[src/rtl/booth_pkg.sv]
// Shared definitions for the Booth multiplier issue controller.
//   state_t     : issue FSM states (IDLE, LAUNCH, WAIT, ZERO, HOLD)
//   W_DEF       : default operand width
//   TIMEOUT_DEF : default watchdog limit, in WAIT cycles
package booth_pkg;

  localparam int W_DEF       = 16;
  localparam int TIMEOUT_DEF = 64;

  typedef enum logic [2:0] {
    IDLE   = 3'd0,
    LAUNCH = 3'd1,
    WAIT   = 3'd2,
    ZERO   = 3'd3,
    HOLD   = 3'd4
  } state_t;

endpackage

[src/rtl/op_fifo.sv]
// Operand FIFO: DEPTH entries of WIDTH bits, head presented from the storage
// registers so the consumer sees it without a read cycle.
//   clk, rst      : clock, asynchronous active-low reset (pointers only)
//   push, wdata   : write request and data; accepted when not full, or when
//                   a pop happens in the same cycle
//   pop           : remove the head entry (ignored when empty)
//   rdata         : current head entry
//   empty, full   : occupancy flags
module op_fifo #(
  parameter int WIDTH = 32,
  parameter int DEPTH = 4
) (
  input  logic             clk,
  input  logic             rst,
  input  logic             push,
  input  logic             pop,
  input  logic [WIDTH-1:0] wdata,
  output logic [WIDTH-1:0] rdata,
  output logic             empty,
  output logic             full
);

  localparam int AW = $clog2(DEPTH);
  localparam logic [AW:0] PTR_ONE = (AW + 1)'(1);

  // One extra pointer bit separates the full and empty cases when the
  // index bits match.
  logic [AW:0]      wr_ptr;
  logic [AW:0]      rd_ptr;
  logic [WIDTH-1:0] mem [DEPTH];
  logic             do_push;
  logic             do_pop;

  assign empty   = (wr_ptr == rd_ptr);
  assign full    = (wr_ptr[AW] != rd_ptr[AW]) && (wr_ptr[AW-1:0] == rd_ptr[AW-1:0]);
  assign do_pop  = pop & ~empty;
  assign do_push = push & (~full | do_pop);
  assign rdata   = mem[rd_ptr[AW-1:0]];

  always_ff @(posedge clk or negedge rst) begin
    if (!rst) begin
      wr_ptr <= '0;
      rd_ptr <= '0;
    end else begin
      if (do_push) wr_ptr <= wr_ptr + PTR_ONE;
      if (do_pop)  rd_ptr <= rd_ptr + PTR_ONE;
    end
  end

  always_ff @(posedge clk) begin
    if (do_push) mem[wr_ptr[AW-1:0]] <= wdata;
  end

endmodule

[src/rtl/booth_issue_ctrl.sv]
// Issue controller in front of a sequential, non-pipelined Booth multiplier.
// Buffers operand pairs, launches one multiplication at a time, guards each
// job with a watchdog, and hands the product to a valid/ready consumer.
//   clk, rst                          : clock, asynchronous active-low reset
//   in_valid/in_ready/in_a/in_b       : operand pair producer interface
//   mul_start                         : one-cycle start pulse to the multiplier
//   mul_multiplicand/mul_multiplier   : operands, held from start until capture
//   mul_done/mul_result               : multiplier completion level and product
//   out_valid/out_ready/out_result    : product consumer interface
//   out_err                           : job timed out, out_result forced to 0
//   busy                              : a job is in flight or operands are queued
module booth_issue_ctrl
  import booth_pkg::*;
#(
  parameter int W       = W_DEF,
  parameter int DEPTH   = 4,
  parameter int TIMEOUT = TIMEOUT_DEF
) (
  input  logic                  clk,
  input  logic                  rst,
  input  logic                  in_valid,
  output logic                  in_ready,
  input  logic signed [W-1:0]   in_a,
  input  logic signed [W-1:0]   in_b,
  output logic                  mul_start,
  output logic signed [W-1:0]   mul_multiplicand,
  output logic signed [W-1:0]   mul_multiplier,
  input  logic                  mul_done,
  input  logic signed [2*W-1:0] mul_result,
  output logic                  out_valid,
  input  logic                  out_ready,
  output logic signed [2*W-1:0] out_result,
  output logic                  out_err,
  output logic                  busy
);

  localparam int WDW = $clog2(TIMEOUT + 1);
  localparam logic [WDW-1:0] WD_LAST = WDW'(TIMEOUT - 1);
  localparam logic [WDW-1:0] WD_ONE  = WDW'(1);

  state_t             state;
  state_t             next_state;
  logic [WDW-1:0]     wd;

  logic               fifo_push;
  logic               fifo_pop;
  logic               fifo_empty;
  logic               fifo_full;
  logic [2*W-1:0]     head;
  logic signed [W-1:0] head_a;
  logic signed [W-1:0] head_b;
  logic               head_zero;

  logic               load_ops;
  logic               cap_result;
  logic               cap_timeout;
  logic               cap_zero;
  logic               done_qual;

  assign in_ready  = ~fifo_full;
  assign fifo_push = in_valid & in_ready;

  op_fifo #(
    .WIDTH (2 * W),
    .DEPTH (DEPTH)
  ) u_fifo (
    .clk   (clk),
    .rst   (rst),
    .push  (fifo_push),
    .pop   (fifo_pop),
    .wdata ({in_a, in_b}),
    .rdata (head),
    .empty (fifo_empty),
    .full  (fifo_full)
  );

  assign head_a    = head[2*W-1:W];
  assign head_b    = head[W-1:0];
  assign head_zero = (head_a == '0) || (head_b == '0);

  // The watchdog reads 0 only in the first WAIT cycle; a done level seen
  // then is left over from the previous job and must not be captured.
  assign done_qual = mul_done && (wd != '0);

  assign mul_start = (state == LAUNCH);
  assign out_valid = (state == HOLD);
  assign busy      = (state != IDLE) || ~fifo_empty;

  always_comb begin
    next_state  = state;
    fifo_pop    = 1'b0;
    load_ops    = 1'b0;
    cap_result  = 1'b0;
    cap_timeout = 1'b0;
    cap_zero    = 1'b0;
    case (state)
      IDLE: begin
        if (!fifo_empty) begin
          fifo_pop   = 1'b1;
          load_ops   = ~head_zero;
          next_state = head_zero ? ZERO : LAUNCH;
        end
      end
      LAUNCH: begin
        next_state = WAIT;
      end
      WAIT: begin
        if (done_qual) begin
          cap_result = 1'b1;
          next_state = HOLD;
        end else if (wd == WD_LAST) begin
          cap_timeout = 1'b1;
          next_state  = HOLD;
        end
      end
      ZERO: begin
        cap_zero   = 1'b1;
        next_state = HOLD;
      end
      HOLD: begin
        if (out_ready) begin
          // Chain straight into the next queued job to save the IDLE cycle.
          if (!fifo_empty) begin
            fifo_pop   = 1'b1;
            load_ops   = ~head_zero;
            next_state = head_zero ? ZERO : LAUNCH;
          end else begin
            next_state = IDLE;
          end
        end
      end
      default: next_state = IDLE;
    endcase
  end

  always_ff @(posedge clk or negedge rst) begin
    if (!rst) begin
      state <= IDLE;
    end else begin
      state <= next_state;
    end
  end

  // Watchdog: cleared while the start pulse is out, counts WAIT cycles.
  always_ff @(posedge clk or negedge rst) begin
    if (!rst) begin
      wd <= '0;
    end else if (state == LAUNCH) begin
      wd <= '0;
    end else if (state == WAIT) begin
      wd <= wd + WD_ONE;
    end
  end

  // Operand registers feeding the multiplier.
  always_ff @(posedge clk or negedge rst) begin
    if (!rst) begin
      mul_multiplicand <= '0;
      mul_multiplier   <= '0;
    end else if (load_ops) begin
      mul_multiplicand <= head_a;
      mul_multiplier   <= head_b;
    end
  end

  // Result registers, written only on entry to HOLD.
  always_ff @(posedge clk or negedge rst) begin
    if (!rst) begin
      out_result <= '0;
      out_err    <= 1'b0;
    end else if (cap_result) begin
      out_result <= mul_result;
      out_err    <= 1'b0;
    end else if (cap_timeout) begin
      out_result <= '0;
      out_err    <= 1'b1;
    end else if (cap_zero) begin
      out_result <= '0;
      out_err    <= 1'b0;
    end
  end

endmodule

[config.mk]
export PLATFORM = sky130hd
export DESIGN_NAME = booth_issue_ctrl
export DESIGN_NICKNAME = d
export VERILOG_FILES = /design/src/rtl/booth_pkg.sv /design/src/rtl/op_fifo.sv /design/src/rtl/booth_issue_ctrl.sv
export SDC_FILE = /design/constraint.sdc
export NUM_CORES = 1
export LEC_CHECK = 0
export ABC_AREA = 1
export CAP_MARGIN = 30
export CORE_ASPECT_RATIO = 0.7
export CORE_MARGIN = 3
export CORE_UTILIZATION = 53
export DETAILED_ROUTE_END_ITERATION = 16
export PLACE_DENSITY = 0.84
export SLEW_MARGIN = 20
export SYNTH_ARGS = -nofsm -noshare
export SYNTH_HDL_FRONTEND = slang
export SYNTH_SLANG_ARGS = --single-unit
[constraint.sdc]
create_clock -name clk -period 3.5 [get_ports clk]
set_input_delay 0.35 -clock clk [delete_from_list [all_inputs] [get_ports clk]]
set_output_delay 0.35 -clock clk [all_outputs]
set_load 0.01 [all_outputs]
[Word level (Yosys, flattened, before mapping)]
Memory sizes are Yosys's and may differ from the RTL's.
Index checks and enable logic that the tools add are counted.
Word-level totals
  register bits after elaboration: 81
  bits in writable memories: 128
  input port bits: 69
  output and inout port bits: 69
  word-level logic and storage cells: 71
  memories: 1
Cells by class
  add/subtract/negate cells: 3
  eq/ne operators: 11
  multiplexer cells: 29
  bitwise gates (word level): 7
  reduce and logical (&&, ||, !) cells: 12
Memory list
  u_fifo.mem: depth 4, width 32, read ports 1, clocked after Yosys merged registers in 0, wr ports 1, RTL line op_fifo.sv:30  | logic [WIDTH-1:0] mem [DEPTH];
Operators with widths (number)
  32-bit 2-to-1 mux: 3
  16-bit logical NOT: 2
  1-bit 2-to-1 mux: 15
  3-bit case mux with 5 select lines: 1
  7-bit 2-to-1 mux: 2
  3-bit 2-to-1 mux: 4
  7-bit by 1-bit adder with 7-bit output, second input constant: 1
  7-bit by 6-bit == test with 1-bit output, second input constant: 1
  7-bit nonzero test: 1
  3-bit by 1-bit adder with 3-bit output, second input constant: 2
  3-bit by 2-bit == test with 1-bit output, second input constant: 2
  3-bit nonzero test: 2
  2-bit 2-to-1 mux: 2
  1-bit case mux with 2 select lines: 2
  1-bit bitwise AND: 3
  3-bit by 1-bit == test with 1-bit output, second input constant: 1
  3-bit == test: 1
  3-bit == test, second input constant: 1
  3-bit logical NOT: 1
  3-bit != test, second input constant: 1
  1-bit NOT: 3
  3-bit AND reduction: 1
  2-bit == test: 1
  1-bit logical AND: 2
  6 further kinds: 7

[Depth between registers and ports, before layout]
Gate-level depths: netlist of the first run.
  depth in word-level cells: 9
  mapped depth: 17
  depth with buffers taken out: 14

[Cells and area by module]
Synthesis of the first run repeated with hierarchy kept, for this count alone.
Unflattened totals
  cell total of the unflattened synthesis: 763
  area, all modules: 8466.9 um^2
By module, submodules not included
  op_fifo: instances 1, cells an instance 370, area an instance 5172.5 um^2
  booth_issue_ctrl: instances 1, cells an instance 393, area an instance 3294.4 um^2

[Worst setup path after synthesis of the first run]
Ideal clock, no wire load.
  path type: register to register
  from: reg u_fifo.rd_ptr[0]
  to: mem u_fifo.mem[3][0] (enable)
  setup time: 0.424 ns
  arrival: 2.607 ns
  required time: 3.076 ns
  setup slack: 0.469 ns
  stages on the path, launching flop included: 7
  buffers on the path: 2
  period minus slack after synthesis: 3.031 ns
  cells stage by stage: dfrtp_1 buf_4 buf_4 xnor2_1 nand3b_1 nand2_1 nor2_1
RTL lines
  start: declaration: RTL line op_fifo.sv:29  | logic [AW:0] rd_ptr;
  start signal: assignment: RTL line op_fifo.sv:46  | if (do_pop) rd_ptr <= rd_ptr + PTR_ONE;
  2-bit == test (*): RTL line op_fifo.sv:35  | assign full = (wr_ptr[AW] != rd_ptr[AW]) && (wr_ptr[AW-1:0] == rd_ptr[AW-1:0]);
  1-bit logical AND (*): RTL line op_fifo.sv:35
  1-bit NOT (*): RTL line booth_issue_ctrl.sv:60  | assign in_ready = ~fifo_full;
  named net in_ready: RTL line booth_issue_ctrl.sv:22  | output logic in_ready,
  1-bit bitwise AND / 1-bit OR (equally long branches): RTL line booth_issue_ctrl.sv:61, op_fifo.sv:37
  1-bit bitwise AND (*): RTL line op_fifo.sv:37  | assign do_push = push & (~full | do_pop);
  1-bit 2-to-1 mux (*): RTL line op_fifo.sv:51  | if (do_push) mem[wr_ptr[AW-1:0]] <= wdata;
  1-bit 2-to-1 mux (implied by the code) (*): RTL line op_fifo.sv:51
  end: declaration: RTL line op_fifo.sv:30
The timed path passes the listed nets; every way through them passes the cells marked *.

[Final worst setup path of the first run]
  from: reg u_fifo.rd_ptr[0]
  to: reg mul_multiplicand[9]
On the way
  longest elaborated chain between the ends: 7
Ends and longest elaborated chain
  memory read 4 x 32 bit
  16-bit logical NOT: RTL line booth_issue_ctrl.sv:79  | assign head_zero = (head_a == '0) || (head_b == '0);
  1-bit logical OR: RTL line booth_issue_ctrl.sv:79
  1-bit NOT: RTL line booth_issue_ctrl.sv:100, booth_issue_ctrl.sv:125
  1-bit 2-to-1 mux: RTL line booth_issue_ctrl.sv:98, booth_issue_ctrl.sv:123
  1-bit 2-to-1 mux: RTL line booth_issue_ctrl.sv:121  | if (out_ready) begin
  1-bit case mux with 2 select lines: RTL line booth_issue_ctrl.sv:96  | case (state)
  end signal: assignment: RTL line booth_issue_ctrl.sv:158  | mul_multiplicand <= '0;
  end signal: assignment: RTL line booth_issue_ctrl.sv:161  | mul_multiplicand <= head_a;
  end: declaration: RTL line booth_issue_ctrl.sv:26  | output logic signed [W-1:0] mul_multiplicand,
Several ways; a longest one is shown, not always the timed one.
A chain may end at the register's enable or synchronous reset.

==> run metrics, run 1 <==
status complete, no violations; DRC viols 0; Post-DRT Antenna Nets 0; post-placement cell count 1,114; gr ovfl total 0; fmax 344 MHz; commonest cells after routing, fill and taps aside 298 x nand2_1, 136 x clkdlybuf4s50_1, 128 x edfxtp_1, 80 x dfrtp_1, 71 x nand3_1; post-place setup slack 0.683 ns; Crit Path Max Fanout 66; syn nets 880; Num CTS Buffers 19; pins over their slew limit 0; P_leak 4.60 nW; num rows 38; Worst slew margin a little over half; DP HPWL between 10,000 and 15,000 um; Net Switching 3.65 mW; initial antenna violation count 0; Hold Violations, Final 0; Most Crowded Layer GR met2; # clock sinks 209; largest net degree at the start of global routing 67; Syn Std Cell Area about 8600 sq um; Comb pwr share 39.4%; Hold Slack ~0.43 ns; overall power 9.99 mW; commonest non-fill, non-tap cell in the layout nand2_1; Final period util between 80 and 90%; sw frac 36.5%; Worst Setup End Kind register; CTS tree yes; die width 158 um; unrepaired setup endpoints after global routing no; Clk Latency, worst-skew pair 0.48 ns; die area 17,800 sq um; Yosys cell types 23; GP Congestion 0.785; Setup CP Type reg2reg; Port Buffers 137; core area approximately 16,000 sq um; PD cells 928 nW/um^2; synthesis-stage register bit count 209; register share of total power 38.4%; Syn Area/Cell 10.7 sq um; vias per cell 5.43; first-pass GRT wire length 32,500 um; met1 Use GR 34.3%; initial core utilization between 50% and 60%; Placed Area 10,100 sq um; arrival time worst endpoint roughly 3.3 ns; CP Launch Type register; fin worst setup slack slightly below 0.6 ns; peak supply drop 0.551 mV; Ports around 140; postcts setup bufs 0; Post-Syn Instances 804; max-cap violations 0; fill count 1,058; Least-Margin Pin Slew 0.709 ns; register area between 5000 and 6000 sq um; grt met2 use 35.1%; Clock transition at path regs approximately 0.07 ns; initial DRC count 728; Pre-Repair DR Iteration Count 5; final setup violation count 0; P&R area growth vs syn 25.7%; Seq/Total Area, Yosys between 60% and 70%; share of layout cells above drive strength 1 5.17%; # diodes 0; Vias 6,236; Clock Skew ~0.013 ns; clk root buf clkbuf_16; post-layout util 68.8%; Internal Power 6.35 mW; routed len/inst 17.9 um; fin nets 1,012; Design Area, Final 10,800 sq um; Post-Route WL 20,500 um; Die H 112 um; grt met3 use about 5.7%; htree depth 1; final setup TNS 0 ns; number of global-route vias before repair 6,150; Clock Path Buffers 3; Yosys Warn Count 0; final std cells w/o fill roughly 1,100; min cycle time layout about 2.9 ns; area of the multi-input gates 2260 sq um; GRT Total Usage 23.3%; worst hold path type in2async; Req. time, crit path 3.86 ns; Clock power frac approximately 22%
[routing by layer]
layer	routed length, um	vias up
li1	-	2906
met1	8730	3008
met2	9520	276
met3	1720	46
met4	537	0
met5	0	-
[cell usage after synthesis, drive strengths merged]
library cell / instances / area share (%)
a21oi: 1 / 0.058
a32o: 1 / 0.12
buf: 32 / 2.1
clkbuf: 4 / 0.18
dfrtp: 81 / 24
edfxtp: 128 / 45
ha: 7 / 1.0
inv: 68 / 3.0
nand2: 299 / 13
nand3: 72 / 4.3
nand3b: 33 / 2.9
nand4: 4 / 0.29
nor2: 21 / 0.92
nor3: 2 / 0.12
o21ai: 44 / 2.6
xnor2: 4 / 0.41
xor2: 3 / 0.31
[power groups by stage]
stage	clock [mW]	sequential (mW)	combinational, mW
2_1_floorplan	0	3.96	2.17
3_3_place_gp	0	3.85	3.74
3_5_place_dp	0	3.86	3.91
4_1_cts	2.24	3.83	3.95
5_1_grt	2.35	3.91	4.36
6_report	2.21	3.84	3.94
[cells by family (layout without fill, tap and decap cells)]
family | after synthesis | in the layout | synth area share (%)
adders and majority gates | 7 | 7 | 1.02
DFF | 209 | 209 | 68.5
and+or+nand+nor | 431 | 431 | 21.7
AOI/OAI and AO/OA | 46 | 46 | 2.79
xor gates and xnor gates | 7 | 7 | 0.715
buffers and inverters | 104 | 248 | 5.30
[registers in the layout, indices dropped and copies added (netlist names)]
| register | flops |
|---|---|
| mul_multiplicand | 16 |
| wd | 7 |
| u_fifo.rd_ptr | 3 |
| state | 3 |
| out_result | 32 |
| u_fifo.wr_ptr | 3 |
| u_fifo.mem | 128 |
| mul_multiplier | 16 |
| out_err | 1 |
[area by class of cell]
class,count,area share (%)
Multi-Input combinational cell,491,21.0
Clock buffer,23,4.75
Sequential cell,209,54.5
Clock inverter,10,1.38
Timing Repair Buffer,147,13.7
Tap cell,200,2.32
Inverter,68,2.37
[worst max-delay path, cell delays in order (launching register included)]
cell and delay (ns):
dfrtp_2 0.36, buf_4 0.56, nand2_1 0.12, nand3_1 0.13, nand2_1 0.13, nand2_1 0.10
inv_1 0.04, nand2_1 0.05, nor2_1 0.06, nand2_1 0.06, nand2_1 0.07, inv_2 0.45
nand2_4 0.38, nand2_1 0.17, nand2_1 0.07
[worst paths after layout]
check,startpoint,to,slack [ns],depth (start not counted)
setup / recovery,u_fifo.rd_ptr[0],mul_multiplicand[9],0.60,14
hold / removal,rst,out_result[7],0.43,2
setup reg to reg,u_fifo.rd_ptr[0],mul_multiplicand[9],0.60,14
hold reg to reg,out_result[7],out_result[7],0.48,2
max in group asynchronous,rst,u_fifo.rd_ptr[0],2.47,3
min in group clk,mul_result[27],out_result[27],0.43,3
[repair_timing]
action / in CTS / in global routing
endpoints found under the hold margin: 44 / 0
hold buffers: 1 / 0
gates resized for setup: 0 / 0
No activity file was read; power rests on OpenSTA's default activity.
==> run 2: changes to the inputs <==
clock period = 2.7 ns   (was 3.5 ns; I/O delays follow)
==> run 2 against run 1 <==
Against the previous run: final area grew 0.57%; critical endpoint is now busy; cell count rose by 1.2%; routed wire length down 2.5%; register-to-register slack worse by 0.33 ns; first-iteration DRC count decreased by 12%; largest power group unchanged.
==> run metrics, run 2 (same netlist as run 1, synthesis figures left out) <==
Clock Skew 0.0225 ns; Ports 138; arrival time worst endpoint 2.22 ns; Die H 112 um; Crit Path Max Fanout 34; Req. time, crit path approximately 2.4 ns; commonest non-fill, non-tap cell in the layout nand2_1; Clock power frac 20.0%; WP buf/inv 3; core area about 16,000 sq um; Comb pwr share 41.5%; P_leak 4.64 nW; Internal Power about 8 mW; status complete, no violations; fill count around 1,100; post-place setup slack approximately 0.31 ns; max-cap violations 0; Pre-Repair DR Iteration Count 5; Least-Margin Pin Slew 0.479 ns; Post-DRT Antenna Nets 0; CP Launch Type register; clk root buf clkbuf_16; sw frac 37.1%; peak supply drop between 0.6 and 0.7 mV; die width 158 um; P&R area growth vs syn 26.4%; fin worst setup slack 0.212 ns; pins over their slew limit 0; PD cells 1180 nW/um^2; final setup violation count 0; Clk Latency, worst-skew pair 0.50 ns; slowest stage delay, CP 0.49 ns; register area 5870 sq um; area of the multi-input gates 2280 sq um; CP max-delay cell clkdlybuf4s50_1; DRC viols 0; register share of total power roughly 39%; largest net degree at the start of global routing 72; Num CTS Buffers 20; Setup CP Type reg2out; post-layout util 69.2%; htree depth 1; routed len/inst 17.2 um; Clock Path Buffers 3; fin nets around 1,000; # diodes 0; num rows 38; GP Congestion about 0.8; Worst Setup End Kind primary output; fmax 402 MHz; Clock transition at path regs 0.06 ns; Design Area, Final between 10,000 and 15,000 sq um; min cycle time layout 2.49 ns; final std cells w/o fill approximately 1,200; Cell Chain, Critical Path buf_6, xnor2_1, nand3_1, nor2_1, inv_1, clkdlybuf4s50_1; CTS tree yes; post-placement cell count about 1,100; Post-Route WL 20,000 um; Worst slew margin 68.1%; postcts setup bufs 0; cell family with most CP delay buffers and inverters; # clock sinks 209; Placed Area 10,200 sq um; initial DRC count 638; vias per cell 5.33; share of layout cells above drive strength 1 6.34%; Net Switching 4.72 mW; DP HPWL between 10,000 and 15,000 um; Final period util 92.1%; initial antenna violation count 0; number of global-route vias before repair 6,166; number of flip-flops in the largest register 128; worst hold path type in2async; gr ovfl total 0; overall power about 13 mW; Vias 6,193; initial core utilization 54.8%; unrepaired setup endpoints after global routing no; first-pass GRT wire length about 32,000 um; die area about 18,000 sq um; GRT Total Usage 22.6%; commonest cells after routing, fill and taps aside 298 x nand2_1, 136 x clkdlybuf4s50_1, 128 x edfxtp_1, 80 x dfrtp_1, 71 x nand3_1; Port Buffers roughly 140; Hold Violations, Final 0
[run 2: cell count changes in the layout (fill, tap and decap cells not counted), sizes merged]
cell,change
clkinv,+5
bufinv,-4
clkinvlp,-1
clkbuf,+3
buf,+11
[run 2: through the flow]
step	hold WS, ns	TNS (ns)
global route	0.298	0
detailed placement	0.461	0
CTS	0.326	0
floorplan	-0.0256	-27.75
finish	0.286	0
global placement	0.456	0
[run 2: power groups by stage]
stage          Clock, mW  Sequential (mW)  Combinational [mW]
2_1_floorplan          0             5.13                2.82
3_3_place_gp           0             4.93                5.05
3_5_place_dp           0             4.96                5.19
4_1_cts             2.58             4.91                5.25
5_1_grt             2.72             5.01                5.83
6_report            2.54             4.92                5.28
[run 2: area by class of cell]
type                       count  area share (%)
clock buffer                  26            4.92
inverter                      68            2.36
sequential                   209            54.2
tap                          200            2.31
clock inverter                10           0.531
timing repair buffer         158            14.6
multi-input combinational    491            21.0
[run 2: path summary, 6_finish.rpt]
path / to / cells after the start / slack (ns) / from
max: busy / 6 / 0.21 / u_fifo.rd_ptr[1]
min: u_fifo.wr_ptr[0] / 2 / 0.29 / rst
max reg2reg: mul_multiplier[11] / 15 / 0.27 / u_fifo.rd_ptr[0]
min reg2reg: mul_multiplier[14] / 2 / 0.47 / mul_multiplier[14]
max in group asynchronous: mul_multiplier[10] / 3 / 1.86 / rst
min in group clk: out_result[27] / 3 / 0.34 / mul_result[27]
[run 2: per-layer routing]
| metal | global-route usage, % | share of wire [%] | wire length (um) |
|---|---|---|---|
| met5 | 0 | 0 | 0 |
| met1 | 32.0 | 42 | 8480 |
| met3 | 5.09 | 7.2 | 1450 |
| met2 | 36.0 | 48 | 9640 |
| met4 | 5.67 | 2.2 | 431 |
[run 2: worst register-to-register path, stage by stage, from the launching register on]
cell and delay [ns]:
dfrtp_2 0.42, inv_2 0.23, buf_12 0.24, nand2_1 0.10, nand3_1 0.09, nand2_1 0.14
nand2_1 0.09, inv_1 0.04, nand2_1 0.05, nor2_1 0.04, nand2_1 0.07, nand2_1 0.10
inv_2 0.27, buf_4 0.25, nand3b_1 0.14, nand2_1 0.11
[run 2: timing repair]
item | 4_1_cts | 5_1_grt
setup endpoints to repair | 0 | 32
hold buffers | 1 | 0
gates resized for setup | 0 | 4
hold endpoints to repair | 70 | 0
==> run 3: changes to the inputs <==
ABC_AREA = not set   (was 1)
PLACE_DENSITY = 0.85   (was 0.84)
SKIP_LAST_GASP = 1   (was not set)
==> run 3 against run 2 <==
Against the previous run: the flow now finishes with violations (negative setup slack); hold slack improved by 0.0094 ns; sequential power increased by 3%; synthesized cell count decreased by 47%; sequential share of layout area rose by 1.1 points; first-iteration DRC count down 37%; non-clock buffer count up 5; die area is 4.4% lower; combinational power down 5.1%; register-to-register slack got worse by 0.28 ns; critical endpoint is now mul_multiplicand[7].
==> run metrics, run 3 <==
first-pass GRT wire length 27,300 um; fmax 369 MHz; synthesis-stage register bit count 209; R2R Path Start u_fifo.rd_ptr[0]; fin nets 669; # clock sinks 209; Num CTS Buffers 21; status finished with violations; peak supply drop 0.639 mV; core area 14,900 sq um; Syn Std Cell Area 8180 sq um; Die H 110 um; max-cap violations 0; Post-Route WL 17,700 um; clk root buf clkbuf_16; initial core utilization a little over half; Final period util 100%; ys flop type edfxtp_1; Yosys cell types 40; pins over their slew limit 0; grt met2 use between 30% and 40%; DP HPWL around 12,000 um; number of global-route vias before repair around 4,800; largest net degree at the start of global routing between 40 and 50; Post-synth top cells 128 x edfxtp_1, 81 x dfrtp_1, 32 x a22o_1; Ports around 140; Port Buffers 137; Most Crowded Layer GR met2; Hold Slack 0.296 ns; die area between 15,000 and 20,000 sq um; Yosys top cell by area edfxtp_1; Post-Syn Instances about 430; syn nets 505; GP Congestion 0.869; Design Area, Final 10,600 sq um; GRT Total Usage between 20% and 30%; Crit Path Max Fanout 17; arrival time worst endpoint about 3.1 ns; share of layout cells above drive strength 1 19.4%; DRC viols 0; worst setup path end mul_multiplicand[7]; final setup violation count 3; die width 154 um; initial DRC count 405; Placed Area around 10000 sq um; Req. time, crit path 3.06 ns; num rows 37; PD cells 1210 nW/um^2; Clk Latency, worst-skew pair about 0.48 ns; Worst slew margin 65.3%; top-area cell type share of the netlist area 47.0%; crit path launch u_fifo.rd_ptr[0]; unrepaired setup endpoints after global routing yes; Least-Margin Pin Slew slightly above 0.5 ns; most frequent cell after synthesis edfxtp_1; routed len/inst 22.1 um; FF-to-FF End mul_multiplicand[7]; commonest cells after routing, fill and taps aside 135 x clkdlybuf4s50_1, 128 x edfxtp_1, 80 x dfrtp_1, 32 x a22o_1, 24 x mux2_2; Post-synth EDFFs 128; Clock transition at path regs 0.06 ns; htree depth 1; met1 Use GR 29.4%; vias per cell 5.82; Clock Skew 0.0157 ns; Clock Path Buffers 3; Setup CP Type reg2reg; Pre-Repair DR Iteration Count 4; gr ovfl total 0; Yosys Warn Count 0; P_leak 4.03 nW; post-place setup slack -0.00324 ns; Hold Violations, Final 0; Vias 4,669; fin worst setup slack -0.0105 ns; P&R area growth vs syn 29.8%; worst hold path type in2async; initial antenna violation count 0; Worst Setup End Kind register; grt met3 use 4.17%; CTS tree yes; # diodes 0; Synth async-reset ratio about two fifths; failing checks negative setup slack; Seq/Total Area, Yosys 71.8%; number of flip-flops in the largest register 128; post-layout util between 70% and 80%; ranking of synthesized cells by area edfxtp_1 47%, dfrtp_1 25%, mux4_1 7.7%; reg2reg setup slack -0.01 ns; Post-DRT Antenna Nets 0; Syn Area/Cell 19.1 sq um; min cycle time layout 2.71 ns; CP Launch Type register; overall power 12.8 mW; Reg2Reg Depth 8; commonest non-fill, non-tap cell in the layout clkdlybuf4s50_1
run 3: layout make-up:
cell class              instances  area, sq um
fillers                       904         4290
inverters                       7         26.3
multi-input cells             191         2150
clock buffers                  29          586
repair buffers                163         1670
flip-flops and latches        209         5870
well taps                     195          244
clock inverters                 8         71.3
run 3: power breakdown:
part           internal [mW]  total, mW  switching, mW  leakage (nW)
combinational           2.76       5.01           2.25          1.51
clock                   1.62       2.75           1.14         0.323
sequential              4.48       5.05          0.567          2.20
total                   8.86       12.8           3.95          4.03
run 3: critical path: stages (launching register included):
cell and delay, ns:
dfrtp_2 0.45, buf_12 0.13, buf_16 0.14, mux4_2 0.54, nor4_2 0.36, nand4_1 0.22, nand3_2 0.19, buf_12 0.18
mux2_2 0.35
run 3: how the worst min path moves through the flow:
stage / start / to / cells after the start
floorplan: rst / mul_multiplicand[0] / 0
global placement: rst / mul_multiplicand[9] / 1
detailed placement: rst / mul_multiplicand[9] / 1
CTS: rst / mul_multiplicand[6] / 2
global route: rst / mul_multiplicand[6] / 2
finish: rst / mul_multiplicand[8] / 2
run 3: per-stage QoR:
stage,instances,TNS [ns]
final,802,-0.0193
after global routing,802,-1.11
after CTS,798,0
after detailed placement,757,-0.00324
after global placement,757,0
after floorplan,429,0
run 3: timing repair:
| action | CTS | global route |
|---|---|---|
| setup endpoints to repair | 23 | 33 |
| endpoints found under the hold margin | 33 | 0 |
| pin swaps | 3 | 4 |
| gates resized for setup | 8 | 14 |
| hold buffers | 1 | 0 |
| cloned | 1 | 0 |
| setup buffers | 2 | 4 |
run 3: per-layer routing:
metal  share of wire (%)  up-vias  routed length (um)
met4                 1.5        0                 264
met5                   0        -                   0
met1                  43     2417                7630
met3                 7.0       22                1250
li1                    -     2053                   -
met2                  48      177                8600
run 3: logic make-up after synthesis:
logic type                 share of synthesized area (%)
xor gates and xnor gates                           0.750
AOI/OAI and AO/OA                                   5.57
adders and majority gates                           1.07
and+or+nand+nor                                     3.24
muxes                                               15.1
buffers and inverters                               2.52
DFF                                                 71.8
